==> src/rtl/icache_refill_ctrl.sv <==
`default_nettype none
// ============================================================================
// icache_refill_ctrl : set-associative I-cache lookup, miss refill and flush
// Rev 1.0
// ============================================================================
module icache_refill_ctrl #(
   parameter  int ADDR_WIDTH = 4,
   parameter  int N_WAY      = 4,
   parameter  int TAG_WIDTH  = 11,
   localparam int DATA_WIDTH = 1 + TAG_WIDTH + 32
) (
   input  logic                        i_clk,
   input  logic                        i_rst_n,
   input  logic                        i_req_valid,
   input  logic [31:0]                 i_req_addr,
   output logic                        o_req_ready,
   output logic                        o_resp_valid,
   output logic [31:0]                 o_resp_instr,
   input  logic                        i_flush,
   output logic                        o_busy,
   output logic [ADDR_WIDTH-1:0]       o_rf_read_addr,
   input  logic [N_WAY*DATA_WIDTH-1:0] i_rf_read_data,
   output logic [N_WAY-1:0]            o_rf_we,
   output logic [ADDR_WIDTH-1:0]       o_rf_waddr,
   output logic [DATA_WIDTH-1:0]       o_rf_wdata,
   output logic                        o_mem_req,
   output logic [31:0]                 o_mem_addr,
   input  logic                        i_mem_gnt,
   input  logic                        i_mem_rvalid,
   input  logic [31:0]                 i_mem_rdata,
   output logic [15:0]                 o_hit_cnt,
   output logic [15:0]                 o_miss_cnt
);

   localparam int SETS  = 2**ADDR_WIDTH;
   localparam int WAY_W = $clog2(N_WAY);

   typedef enum logic [2:0] {
      ST_IDLE      = 3'd0,
      ST_MISS_REQ  = 3'd1,
      ST_MISS_WAIT = 3'd2,
      ST_REFILL    = 3'd3,
      ST_FLUSH     = 3'd4
   } state_e;

   state_e                       state_q, state_d;
   logic                         s1_valid_q, s1_valid_d;
   logic [29:0]                  s1_addr_q, s1_addr_d;   // word address
   logic                         flush_pending_q, flush_pending_d;
   logic [ADDR_WIDTH-1:0]        flush_cnt_q, flush_cnt_d;
   logic [31:0]                  rdata_q, rdata_d;
   logic [SETS-1:0][WAY_W-1:0]   rr_q, rr_d;
   logic [15:0]                  hit_cnt_q, hit_cnt_d;
   logic [15:0]                  miss_cnt_q, miss_cnt_d;

   logic [ADDR_WIDTH-1:0]        s1_idx;
   logic [TAG_WIDTH-1:0]         s1_tag;
   logic [N_WAY-1:0]             way_valid, way_match;
   logic [N_WAY-1:0][31:0]       way_instr;
   logic                         hit, miss, has_free, accept;
   logic [31:0]                  hit_instr;
   logic [WAY_W-1:0]             free_way, victim;
   logic                         unused_addr_bits;

   assign s1_idx           = s1_addr_q[ADDR_WIDTH-1:0];
   assign s1_tag           = s1_addr_q[TAG_WIDTH+ADDR_WIDTH-1:ADDR_WIDTH];
   assign unused_addr_bits = ^i_req_addr[1:0];

   for (genvar w = 0; w < N_WAY; w++) begin : g_way
      logic [DATA_WIDTH-1:0] entry;
      assign entry        = i_rf_read_data[w*DATA_WIDTH +: DATA_WIDTH];
      assign way_valid[w] = entry[DATA_WIDTH-1];
      assign way_match[w] = entry[DATA_WIDTH-1] && (entry[DATA_WIDTH-2 -: TAG_WIDTH] == s1_tag);
      assign way_instr[w] = entry[31:0];
   end

   // Descending scans so the lowest-index way takes priority.
   always_comb begin
      hit       = 1'b0;
      hit_instr = '0;
      has_free  = 1'b0;
      free_way  = '0;
      for (int w = N_WAY-1; w >= 0; w--) begin
         if (way_match[w]) begin
            hit       = 1'b1;
            hit_instr = way_instr[w];
         end
         if (!way_valid[w]) begin
            has_free = 1'b1;
            free_way = WAY_W'(w);
         end
      end
      victim = has_free ? free_way : rr_q[s1_idx];
   end

   assign miss        = s1_valid_q & ~hit;
   assign o_req_ready = (state_q == ST_IDLE) & ~flush_pending_q & ~i_flush & ~miss;
   assign accept      = i_req_valid & o_req_ready;

   always_comb begin
      state_d         = state_q;
      s1_valid_d      = s1_valid_q;
      s1_addr_d       = s1_addr_q;
      flush_pending_d = flush_pending_q | i_flush;
      flush_cnt_d     = flush_cnt_q;
      rdata_d         = rdata_q;
      rr_d            = rr_q;
      hit_cnt_d       = hit_cnt_q;
      miss_cnt_d      = miss_cnt_q;
      o_resp_valid    = 1'b0;
      o_resp_instr    = '0;
      o_mem_req       = 1'b0;
      o_rf_we         = '0;
      o_rf_waddr      = '0;
      o_rf_wdata      = '0;

      case (state_q)
         ST_IDLE: begin
            if (s1_valid_q && hit) begin
               o_resp_valid = 1'b1;
               o_resp_instr = hit_instr;
               hit_cnt_d    = hit_cnt_q + 16'd1;
            end
            if (miss) begin
               state_d    = ST_MISS_REQ;
               miss_cnt_d = miss_cnt_q + 16'd1;
            end else begin
               s1_valid_d = accept;
               if (accept) s1_addr_d = i_req_addr[31:2];
               if (flush_pending_q) begin
                  state_d     = ST_FLUSH;
                  flush_cnt_d = '0;
               end
            end
         end
         ST_MISS_REQ: begin
            o_mem_req = 1'b1;
            if (i_mem_gnt) state_d = ST_MISS_WAIT;
         end
         ST_MISS_WAIT: begin
            if (i_mem_rvalid) begin
               rdata_d = i_mem_rdata;
               state_d = ST_REFILL;
            end
         end
         ST_REFILL: begin
            o_rf_we      = N_WAY'(1) << victim;
            o_rf_waddr   = s1_idx;
            o_rf_wdata   = {1'b1, s1_tag, rdata_q};
            o_resp_valid = 1'b1;
            o_resp_instr = rdata_q;
            s1_valid_d   = 1'b0;
            state_d      = ST_IDLE;
            // Pointer only advances when it actually chose the victim.
            if (!has_free) rr_d[s1_idx] = rr_q[s1_idx] + 1'b1;
         end
         ST_FLUSH: begin
            o_rf_we     = '1;
            o_rf_waddr  = flush_cnt_q;
            rr_d        = '0;
            flush_cnt_d = flush_cnt_q + 1'b1;
            if (&flush_cnt_q) begin
               flush_pending_d = i_flush;
               state_d         = ST_IDLE;
            end
         end
         default: state_d = ST_IDLE;
      endcase
   end

   always_ff @(posedge i_clk or negedge i_rst_n) begin
      if (!i_rst_n) begin
         state_q         <= ST_IDLE;
         s1_valid_q      <= 1'b0;
         s1_addr_q       <= '0;
         flush_pending_q <= 1'b0;
         flush_cnt_q     <= '0;
         rdata_q         <= '0;
         rr_q            <= '0;
         hit_cnt_q       <= '0;
         miss_cnt_q      <= '0;
      end else begin
         state_q         <= state_d;
         s1_valid_q      <= s1_valid_d;
         s1_addr_q       <= s1_addr_d;
         flush_pending_q <= flush_pending_d;
         flush_cnt_q     <= flush_cnt_d;
         rdata_q         <= rdata_d;
         rr_q            <= rr_d;
         hit_cnt_q       <= hit_cnt_d;
         miss_cnt_q      <= miss_cnt_d;
      end
   end

   assign o_busy         = (state_q != ST_IDLE) | flush_pending_q;
   assign o_rf_read_addr = s1_idx;
   assign o_mem_addr     = {s1_addr_q, 2'b00};
   assign o_hit_cnt      = hit_cnt_q;
   assign o_miss_cnt     = miss_cnt_q;

endmodule
`default_nettype wire

==> config.mk <==
export PLATFORM = sky130hd
export DESIGN_NAME = icache_refill_ctrl
export DESIGN_NICKNAME = d
export VERILOG_FILES = /design/src/rtl/icache_refill_ctrl.sv
export SDC_FILE = /design/constraint.sdc
export NUM_CORES = 1
export LEC_CHECK = 0
export CAP_MARGIN = 20
export CORE_AREA = 2 2 156 158
export CTS_CLUSTER_SIZE = 24
export DETAILED_ROUTE_END_ITERATION = 10
export DIE_AREA = 0 0 158 160
export GPL_TIMING_DRIVEN = 0
export PLACE_DENSITY = 0.73
export SLEW_MARGIN = 20
export SYNTH_ARGS = -nofsm -noshare
export SYNTH_HDL_FRONTEND = slang
export SYNTH_SLANG_ARGS = --single-unit
export TNS_END_PERCENT = 100
==> constraint.sdc <==
create_clock -name i_clk -period 2.6 [get_ports i_clk]
set_clock_uncertainty 0.1 [all_clocks]
set_input_delay 0.52 -clock i_clk [delete_from_list [all_inputs] [get_ports i_clk]]
set_output_delay 0.52 -clock i_clk [all_outputs]
set_load 0.05 [all_outputs]
==> flow_metrics.env, run 1 <==
export IMPL_status="finished, violations left"
export IMPL_violations="negative setup slack"
export IMPL_synth_common_cells="dfrtp_1, nand3_1, nand2_1"
export IMPL_synthFlopType="dfrtp_1"
export IMPL_wl_per_cell_um=21.8
export IMPL_grt_max_degree=75
export IMPL_critPathTopFamily="buffers and inverters"
export IMPL_timing_setup_tns_ns=-33.46
export IMPL_switching_share_pct=37.6
export IMPL_cts_buffer_depth=2
export IMPL_grt_remaining_overflow=0
export IMPL_crit_required_ns=1.98
export IMPL_r2r_cells=13
export IMPL_power_frac_seq_pct=30.8
export IMPL_cts_root_buf="clkbuf_16"
export IMPL_ys_seq_area_share_pct=41.8
export IMPL_area_delta_synth_final_pct=87.8
export IMPL_wl_met2_um=18700
export IMPL_instances_no_fill=1668
export IMPL_ys_seq_elements=135
export IMPL_routed_top_layer="met5"
export IMPL_cts_buffers_inserted=17
export IMPL_drcViolationCount=0
export IMPL_core_mm2=0.0238
export IMPL_power_mw=8.90
export IMPL_regArea_mm2=0.00340
export IMPL_period_needed_ns=3.39
export IMPL_syn_area_mm2=0.00808
export IMPL_drtIter0Drc=553
export IMPL_p_clk_share_pct=27.6
export IMPL_critPathMaxFanout=7
export IMPL_max_cap_violations=0
export IMPL_finalCritPeriodShare_pct=130
export IMPL_drt_total_wl_um=36300
export IMPL_start_util_pct=33.9
export IMPL_grt_pass1_wl_um=52900
export IMPL_tightest_slew_ns=1.11
export IMPL_drive_gt1_share_pct=35.0
export IMPL_synth_most_common_cell="dfrtp_1"
export IMPL_critPathMaxStageDelay_ns=0.55
export IMPL_io_pins=402
export IMPL_wl_met1_um=13500
export IMPL_num_rows=57
export IMPL_crit_path_end_kind="output pin"
export IMPL_yosysTopAreaCell="dfrtp_1"
export IMPL_clock_sinks=135
export IMPL_synth_edf_count=0
export IMPL_ir_drop_v=0.000553
export IMPL_hold_viol_final=0
export IMPL_vias=8743
export IMPL_power_density_mw_per_mm2=587
export IMPL_antenna_found_initial=9
export IMPL_nets=1576
export IMPL_first_pass_iters=6
export IMPL_fmax_mhz=295
export IMPL_slew_violations=0
export IMPL_min_path_type="reg -> reg"
export IMPL_grt_pass1_vias=8987
export IMPL_yosysUniqueCellTypes=52
export IMPL_htree_levels=4
export IMPL_path_clk_slew_ns=0.06
export IMPL_die_height_um=160
export IMPL_async_flop_share_pct=100
export IMPL_hold_depth=1
export IMPL_cts_tree="built"
export IMPL_critPathSlowestCell="clkdlybuf4s50_1"
export IMPL_netlist_area_leader_share_pct=41.8
export IMPL_wl_met3_um=2650
export IMPL_die_w_um=158
export IMPL_multi_input_comb_area_mm2=0.00546
export IMPL_syn_instance_count=857
export IMPL_gp_congestion=0.911
export IMPL_crit_type="in -> out"
export IMPL_setup_viol=74
export IMPL_p_leak_nw=6.35
export IMPL_cp_depth=9
export IMPL_clkLatencyLatePin_ns=0.42
export IMPL_synth_yosys_warnings=0
export IMPL_avgSynthCellArea_um2=9.42
export IMPL_dp_cells=1580
export IMPL_startpoint_type="input pin"
export IMPL_dp_slack_ns=-2.02
export IMPL_internal_power_mw=5.55
export IMPL_setup_slack_ns=-0.786
export IMPL_cp_arrival_ns=2.77
export IMPL_cp_cell_sequence="clkdlybuf4s50_1, xnor2_4, nand4_1, or4_4, nand2_4, o21bai_4, clkbuf_16, o21ai_4, buf_6"
export IMPL_crit_buf_inv=3
export IMPL_p_sw_mw=3.35
export IMPL_dp_hpwl_um=27200
export IMPL_globalRouteTotalUtil_pct=27.9
export IMPL_rsz0062_at_grt="true"
export IMPL_slew_headroom_pct=26.2
export IMPL_fillerInstances=1947
export IMPL_numPortBuffers=397
export IMPL_fp_dieArea_mm2=0.0253
export IMPL_viasPerCell=5.24
export IMPL_ant_nets=0
export IMPL_combPwrFrac_pct=41.6
export IMPL_yosys_top_cells_area="dfrtp_1, mux2_2, nand3_1"
## cells in the final DEF (no fill, tap or decap), drive strengths merged, types with 8 or more instances in the layout
master and instances:
dfrtp 135, xnor2 48, a21oi 34, and2 47
nand2 73, xor2 27, o21ai 71, nand3 84
nor3 13, nand4 23, mux4 8, inv 8
nor4 23, nor2 50, dlygate4sd2 9, a31o 32
clkdlybuf4s50 299, mux2 66, buf 167, clkbuf 60
## sequential cells by signal, indices dropped and copies added (netlist names)
register	count
flush_pending_q	1
o_hit_cnt	16
flush_cnt_q	4
s1_addr_q	30
s1_valid_q	1
o_miss_cnt	16
rdata_q	32
rr_q	32
state_q	3
## per-layer routing
layer,track usage [%],vias to the layer above
met5,0,-
met3,7.25,81
met1,30.7,4256
li1,-,4026
met2,50.2,378
met4,12.0,2
## repair_timing
action,in CTS,in global routing
hold endpoints to repair,61,0
hold buffers,1,0
setup buffers,42,9
cloned,8,0
endpoints found under the setup margin,143,173
pin swaps,26,25
resized for setup,704,93
## kinds of logic (layout without fill, tap and decap cells)
family / Yosys count / count (layout) / share of synthesized area, %
DFF: 135 / 135 / 41.8
and+or+nand+nor: 333 / 333 / 21.0
AOI/OAI and AO/OA: 157 / 157 / 12.3
xor gates and xnor gates: 75 / 75 / 8.13
other: 1 / 9 / 0.0464
muxes: 76 / 76 / 12.0
buffers and inverters: 77 / 556 / 4.20
adders and majority gates: 3 / 3 / 0.465
## area by class of cell
class / instances / share of cell area, %
diodes: 7 / 0.115
plain buffers: 63 / 3.97
clock buffers: 17 / 2.80
clock inverters: 12 / 1.03
inverters: 7 / 0.173
multi-input cells: 646 / 36.0
flip-flops and latches: 135 / 22.4
well taps: 324 / 2.67
repair buffers: 457 / 30.9
## power by group through the flow
stage / clock network, mW / registers [mW] / logic (mW)
CTS: 2.48 / 2.74 / 3.60
floorplan: 0 / 2.95 / 1.84
detailed placement: 0 / 2.77 / 3.34
global route: 2.58 / 2.79 / 3.90
global placement: 0 / 2.75 / 3.29
finish: 2.46 / 2.74 / 3.70
## through the flow
step	utilization [%]	instance area (um2)	hold WS, ns
finish	63.7	15200	0.374
detailed placement	55.8	13300	0.370
global placement	55.7	13300	0.357
CTS	62.0	14800	0.377
floorplan	-	8880	0.124
global route	63.7	15200	0.391
## worst reg2reg max path: cells and delay by family, from the launching register on
family	cells	cell delay (ns)
AO/OA/AOI/OAI	2	0.24
XOR/XNOR	1	0.17
buffers and inverters	7	0.90
flip-flops	1	0.42
multiplexers	1	0.32
AND/OR/NAND/NOR	2	0.56
## final timing paths
kind / to / from / slack (ns)
max in group asynchronous: s1_addr_q[7] / i_rst_n / 1.10
worst min-delay path: o_miss_cnt[15] / o_miss_cnt[15] / 0.37
worst max-delay path: o_resp_instr[20] / i_rf_read_data[121] / -0.79
worst max register to register: s1_addr_q[20] / s1_addr_q[12] / -0.23
min in group asynchronous: o_miss_cnt[11] / i_rst_n / 0.53
worst min register to register: o_miss_cnt[15] / o_miss_cnt[15] / 0.37
No activity file was read; power rests on OpenSTA's default activity.
==> inputs of run 2 (changes only) <==
--- a/config.mk
+++ b/config.mk
@@ -6,12 +6,11 @@
 export NUM_CORES = 1
 export LEC_CHECK = 0
 export CAP_MARGIN = 20
-export CORE_AREA = 2 2 156 158
+export CORE_AREA = 2 2 157 159
 export CTS_CLUSTER_SIZE = 24
 export DETAILED_ROUTE_END_ITERATION = 10
-export DIE_AREA = 0 0 158 160
-export GPL_TIMING_DRIVEN = 0
-export PLACE_DENSITY = 0.73
+export DIE_AREA = 0 0 159 161
+export PLACE_DENSITY = 0.69
 export SLEW_MARGIN = 20
 export SYNTH_ARGS = -nofsm -noshare
 export SYNTH_HDL_FRONTEND = slang
==> constraint.sdc (replaced) <==
create_clock -name i_clk -period 3.89 [get_ports i_clk]
set_clock_uncertainty 0.1 [all_clocks]
set_input_delay 0.778 -clock i_clk [delete_from_list [all_inputs] [get_ports i_clk]]
set_output_delay 0.778 -clock i_clk [all_outputs]
set_load 0.05 [all_outputs]
==> flow_metrics.env, run 2 (synthesized netlist as in run 1, its figures left out) <==
export IMPL_nets=1539
export IMPL_clock_sinks=135
export IMPL_tightest_slew_ns=0.809
export IMPL_combPwrFrac_pct=38.7
export IMPL_r2r_start="s1_addr_q[14]"
export IMPL_final_common_cell="clkdlybuf4s50_1"
export IMPL_power_density_mw_per_mm2=413
export IMPL_wl_per_cell_um=21.8
export IMPL_num_rows=57
export IMPL_switching_share_pct=36.1
export IMPL_numPortBuffers=397
export IMPL_internal_power_mw=3.80
export IMPL_die_w_um=159
export IMPL_die_height_um=161
export IMPL_core_mm2=0.0240
export IMPL_slew_headroom_pct=45.5
export IMPL_path_clk_slew_ns=0.06
export IMPL_fp_dieArea_mm2=0.0256
export IMPL_clkLatencyLatePin_ns=0.42
export IMPL_io_pins=402
export IMPL_rrSetupSlack_ns=0.67
export IMPL_grt_max_degree=78
export IMPL_r2r_cells=14
export IMPL_ant_nets=0
export IMPL_drt_total_wl_um=35500
export IMPL_viasPerCell=5.27
export IMPL_p_sw_mw=2.14
export IMPL_min_path_type="in -> async"
export IMPL_wl_met2_um=18000
export IMPL_start_util_pct=33.7
export IMPL_design_area_mm2=0.0144
export IMPL_vias=8599
export IMPL_max_cap_violations=0
export IMPL_placedInstanceArea_mm2=0.0131
export IMPL_drtIter0Drc=747
export IMPL_dp_hpwl_um=25900
export IMPL_cts_root_buf="clkbuf_16"
export IMPL_drcViolationCount=0
export IMPL_wl_met1_um=13500
export IMPL_critPathTopFamily="buffers and inverters"
export IMPL_fmax_mhz=259
export IMPL_cp_cell_sequence="dlygate4sd2_1, xnor2_2, nand4_1, buf_4, or4_4, buf_12, buf_12, nand3_1, a31o_2, o21ai_1, buf_4, buf_12"
export IMPL_power_frac_seq_pct=31.1
export IMPL_slew_violations=0
export IMPL_dp_slack_ns=-0.237
export IMPL_setup_slack_ns=0.0272
export IMPL_critPathSlowestCell="or4_4"
export IMPL_grt_remaining_overflow=0
export IMPL_routed_top_layer="met5"
export IMPL_crit_type="in -> out"
export IMPL_globalRouteTotalUtil_pct=26.3
export IMPL_r2r_end="s1_addr_q[2]"
export IMPL_critical_path_most_common_cell="buf_12"
export IMPL_gp_congestion=0.930
export IMPL_period_needed_ns=3.86
export IMPL_crit_required_ns=3.01
export IMPL_p_clk_share_pct=30.2
export IMPL_finalCritPeriodShare_pct=99.3
export IMPL_critPathMaxStageDelay_ns=0.50
export IMPL_status="finished, final reports clean"
export IMPL_wl_met3_um=2520
export IMPL_p_leak_nw=5.92
export IMPL_drive_gt1_share_pct=25.7
export IMPL_first_pass_iters=5
export IMPL_crit_buf_inv=6
export IMPL_crit_path_end_kind="output pin"
export IMPL_htree_levels=4
export IMPL_area_delta_synth_final_pct=78.3
export IMPL_critPathMaxFanout=8
export IMPL_cp_arrival_ns=2.98
export IMPL_cts_buffer_depth=2
export IMPL_reg_largest_list="rdata_q: 32 flops, rr_q: 32 flops, s1_addr_q: 30 flops"
export IMPL_antenna_found_initial=6
export IMPL_cts_tree="built"
export IMPL_grt_pass1_wl_um=51500
export IMPL_grt_pass1_vias=8327
export IMPL_ir_drop_v=0.000289
export IMPL_cts_buffers_inserted=17
export IMPL_setup_viol=0
export IMPL_mostFrequentLayoutCells="clkdlybuf4s50_1, dfrtp_1, nand3_1"
export IMPL_startpoint_type="input pin"
export IMPL_hold_viol_final=0
-- run 2: cell types whose count changed in the layout (fill, tap and decap cells not counted), moves of 10 or more --
cell / previous run / this run
and2_1: 35 / 47
and2_4: 11 / 0
buf_12: 7 / 44
buf_4: 58 / 76
buf_6: 60 / 6
buf_8: 30 / 1
clkbuf_2: 11 / 0
clkbuf_4: 12 / 0
clkdlybuf4s50_1: 299 / 335
nor4_1: 11 / 21
o21ai_1: 2 / 14
o21ai_2: 0 / 20
o21ai_4: 35 / 0
-- run 2: metrics by stage --
step,cells,utilization [%],setup TNS (ns),hold slack [ns],power [mW]
finish,1631,60.1,0,0.268,5.95
global route,1631,60.1,-0.466,0.349,6.20
CTS,1619,59.1,0,0.318,5.97
detailed placement,1569,54.5,-5.04,0.363,4.13
global placement,1569,54.5,-2.77,0.356,4.09
floorplan,858,-,-5.40,0.360,3.10
-- run 2: area by class of cell --
cell class	instances	area (um2)
flip-flops and latches	135	3390
clock inverters	12	188
repair buffers	483	5240
well taps	324	405
multi-input cells	646	4690
inverters	7	26.3
fillers	2040	9560
clock buffers	20	457
diodes	4	10.0
-- run 2: per-layer routing --
| metal | vias up | track usage (%) |
|---|---|---|
| li1 | 3935 | - |
| met1 | 4185 | 30.9 |
| met2 | 390 | 45.7 |
| met3 | 85 | 6.96 |
| met4 | 4 | 11.0 |
| met5 | - | 0 |
-- run 2: what timing repair did --
action                                 in CTS  in global routing
gates resized for setup                    74                 33
setup endpoints to repair                  34                 31
cloned                                      6                  4
setup buffers                              13                  6
pin swaps                                  18                 18
endpoints found under the hold margin       0                  0
hold buffers                                0                  0
-- run 2: worst max path at each step --
stage                            end  cells after the start  slack [ns]                 from
floorplan           o_resp_instr[15]                      9       -0.28         s1_addr_q[6]
global placement     o_resp_instr[5]                     11       -0.16  i_rf_read_data[122]
detailed placement  o_resp_instr[21]                     10       -0.24  i_rf_read_data[122]
CTS                  o_resp_instr[6]                      9        0.01   i_rf_read_data[80]
global route         o_resp_instr[6]                     13       -0.04  i_rf_read_data[125]
finish              o_resp_instr[18]                     12        0.03  i_rf_read_data[125]
-- run 2: power by group through the flow --
stage | sequential, mW | clock (mW) | combinational (mW)
2_1_floorplan | 1.96 | 0 | 1.13
3_3_place_gp | 1.86 | 0 | 2.24
3_5_place_dp | 1.87 | 0 | 2.26
4_1_cts | 1.84 | 1.82 | 2.30
5_1_grt | 1.88 | 1.88 | 2.43
6_report | 1.85 | 1.80 | 2.30
==> inputs of run 3 (changes only) <==
==> constraint.sdc (replaced) <==
create_clock -name i_clk -period 4.4 [get_ports i_clk]
set_clock_uncertainty 0.1 [all_clocks]
set_input_delay 0.88 -clock i_clk [delete_from_list [all_inputs] [get_ports i_clk]]
set_output_delay 0.88 -clock i_clk [all_outputs]
set_load 0.05 [all_outputs]
==> flow_metrics.env, run 3 (synthesized netlist as in run 1, its figures left out) <==
export IMPL_cp_arrival_ns=3.31
export IMPL_drtIter0Drc=665
export IMPL_post_cts_buffers=0
export IMPL_critical_path_most_common_cell="buf_12"
export IMPL_max_cap_violations=0
export IMPL_switching_share_pct=36.0
export IMPL_cts_buffers_inserted=17
export IMPL_r2r_cells=6
export IMPL_cts_tree="built"
export IMPL_rrSetupSlack_ns=1.42
export IMPL_finalCritPeriodShare_pct=97.5
export IMPL_setup_viol=0
export IMPL_critPathSlowestCell="or4_1"
export IMPL_antenna_found_initial=8
export IMPL_r2r_start="s1_addr_q[0]"
export IMPL_reg_largest_list="rdata_q: 32 flops, rr_q: 32 flops, s1_addr_q: 30 flops"
export IMPL_crit_type="in -> out"
export IMPL_multi_input_comb_area_mm2=0.00442
export IMPL_vias=8168
export IMPL_area_delta_synth_final_pct=66.6
export IMPL_p_leak_nw=5.35
export IMPL_fillerInstances=2138
export IMPL_regArea_mm2=0.00338
export IMPL_hold_viol_final=0
export IMPL_grt_pass1_vias=8097
export IMPL_globalRouteTotalUtil_pct=24.8
export IMPL_start_util_pct=33.7
export IMPL_first_pass_iters=5
export IMPL_numPortBuffers=397
export IMPL_gp_congestion=0.934
export IMPL_num_rows=57
export IMPL_htree_levels=4
export IMPL_slew_headroom_pct=38.5
export IMPL_drive_gt1_share_pct=16.9
export IMPL_nets=1479
export IMPL_holdPathEnd="o_miss_cnt[15]"
export IMPL_power_density_mw_per_mm2=373
export IMPL_die_w_um=159
export IMPL_crit_path_end_kind="output pin"
export IMPL_design_area_mm2=0.0135
export IMPL_cp_cell_sequence="clkdlybuf4s50_1, xnor2_1, nand4_1, or4_1, nand2_1, o21bai_2, buf_12, o21ai_0, buf_12"
export IMPL_fp_dieArea_mm2=0.0256
export IMPL_internal_power_mw=3.22
export IMPL_p_clk_share_pct=29.2
export IMPL_clkLatencyLatePin_ns=0.41
export IMPL_grt_pass1_wl_um=49100
export IMPL_period_needed_ns=4.29
export IMPL_mostFrequentLayoutCells="clkdlybuf4s50_1, dfrtp_1, nand3_1"
export IMPL_crit_buf_inv=3
export IMPL_r2r_end="rr_q[21]"
export IMPL_viasPerCell=5.20
export IMPL_drcViolationCount=0
export IMPL_timing_setup_tns_ns=0
export IMPL_dp_hpwl_um=24800
export IMPL_ir_drop_v=0.000276
export IMPL_slew_violations=0
export IMPL_ant_nets=0
export IMPL_combPwrFrac_pct=37.9
export IMPL_hold_depth=1
export IMPL_cts_root_buf="clkbuf_16"
export IMPL_path_clk_slew_ns=0.06
export IMPL_startpoint_type="input pin"
export IMPL_critPathTopFamily="simple AND/OR/NAND/NOR gates"
export IMPL_grt_max_degree=113
export IMPL_die_height_um=161
export IMPL_wl_per_cell_um=20.4
export IMPL_p_sw_mw=1.81
export IMPL_critPathMaxStageDelay_ns=0.64
export IMPL_drt_total_wl_um=32100
export IMPL_fmax_mhz=233
export IMPL_crit_required_ns=3.42
export IMPL_clock_sinks=135
export IMPL_final_common_cell="clkdlybuf4s50_1"
export IMPL_rsz0062_at_grt="false"
export IMPL_grt_remaining_overflow=0
export IMPL_power_frac_seq_pct=32.9
export IMPL_critPathMaxFanout=32
export IMPL_min_path_type="reg -> reg"
export IMPL_tightest_slew_ns=0.923
export IMPL_placedInstanceArea_mm2=0.0128
export IMPL_status="finished, final reports clean"
export IMPL_min_from="o_miss_cnt[15]"
export IMPL_cts_buffer_depth=2
export IMPL_hold_buffers=0
export IMPL_core_mm2=0.0240
export IMPL_io_pins=402
## run 3: cell types whose count changed in the layout (fill, tap and decap cells not counted), sizes merged, moves of 3 or more
cell           change
buf               -69
inv                -5
clkdlybuf4s50     +23
clkinv             +5
clkbuf             -3
dlygate4sd2        -9
## run 3: layout make-up
cell class | count | area share [%]
Antenna cell | 5 | 0.0930
Clock buffer | 20 | 3.39
Clock inverter | 11 | 1.12
Inverter | 7 | 0.195
Multi-Input combinational cell | 646 | 32.8
Sequential cell | 135 | 25.1
Tap cell | 324 | 3.01
Timing Repair Buffer | 423 | 34.2
## run 3: how the worst max path moves through the flow
stage	startpoint	endpoint	slack, ns	depth (start not counted)
2_1_floorplan	i_rf_read_data[122]	o_resp_instr[18]	0.1	8
3_3_place_gp	i_rf_read_data[122]	o_resp_instr[2]	0.13	9
3_5_place_dp	i_rf_read_data[122]	o_resp_instr[1]	0.11	9
4_1_cts	i_rf_read_data[122]	o_resp_instr[1]	0.11	9
5_1_grt	i_rf_read_data[122]	o_resp_instr[20]	0.001	10
6_report	i_rf_read_data[122]	o_resp_instr[15]	0.11	9
## run 3: metrics by stage
step / hold slack (ns) / power, mW / setup WS (ns) / util (%) / cells
after floorplan: 0.360 / 2.73 / 0.0995 / - / 858
after global placement: 0.358 / 3.56 / 0.126 / 53.5 / 1535
after detailed placement: 0.363 / 3.59 / 0.113 / 53.5 / 1535
after CTS: 0.373 / 5.09 / 0.112 / 56.0 / 1566
after global routing: 0.380 / 5.27 / 0.00119 / 56.1 / 1570
final: 0.371 / 5.02 / 0.108 / 56.1 / 1571
## run 3: layer usage
layer / wire length, um / track usage [%] / vias to the layer above
li1: - / - / 3810
met3: 2630 / 8.12 / 57
met2: 15700 / 41.9 / 324
met4: 877 / 8.02 / 8
met1: 12800 / 30.1 / 3969
met5: 61 / 0 / -
## run 3: power groups by stage
stage	logic [mW]	clock network (mW)	registers (mW)
global route	2.03	1.56	1.69
finish	1.91	1.47	1.65
detailed placement	1.92	0	1.67
floorplan	0.997	0	1.74
CTS	1.92	1.51	1.65
global placement	1.90	0	1.66
## run 3: repair_timing
item | 4_1_cts | 5_1_grt
setup endpoints to repair | 1 | 4
endpoints found under the hold margin | 0 | 0
resized for setup | 1 | 4
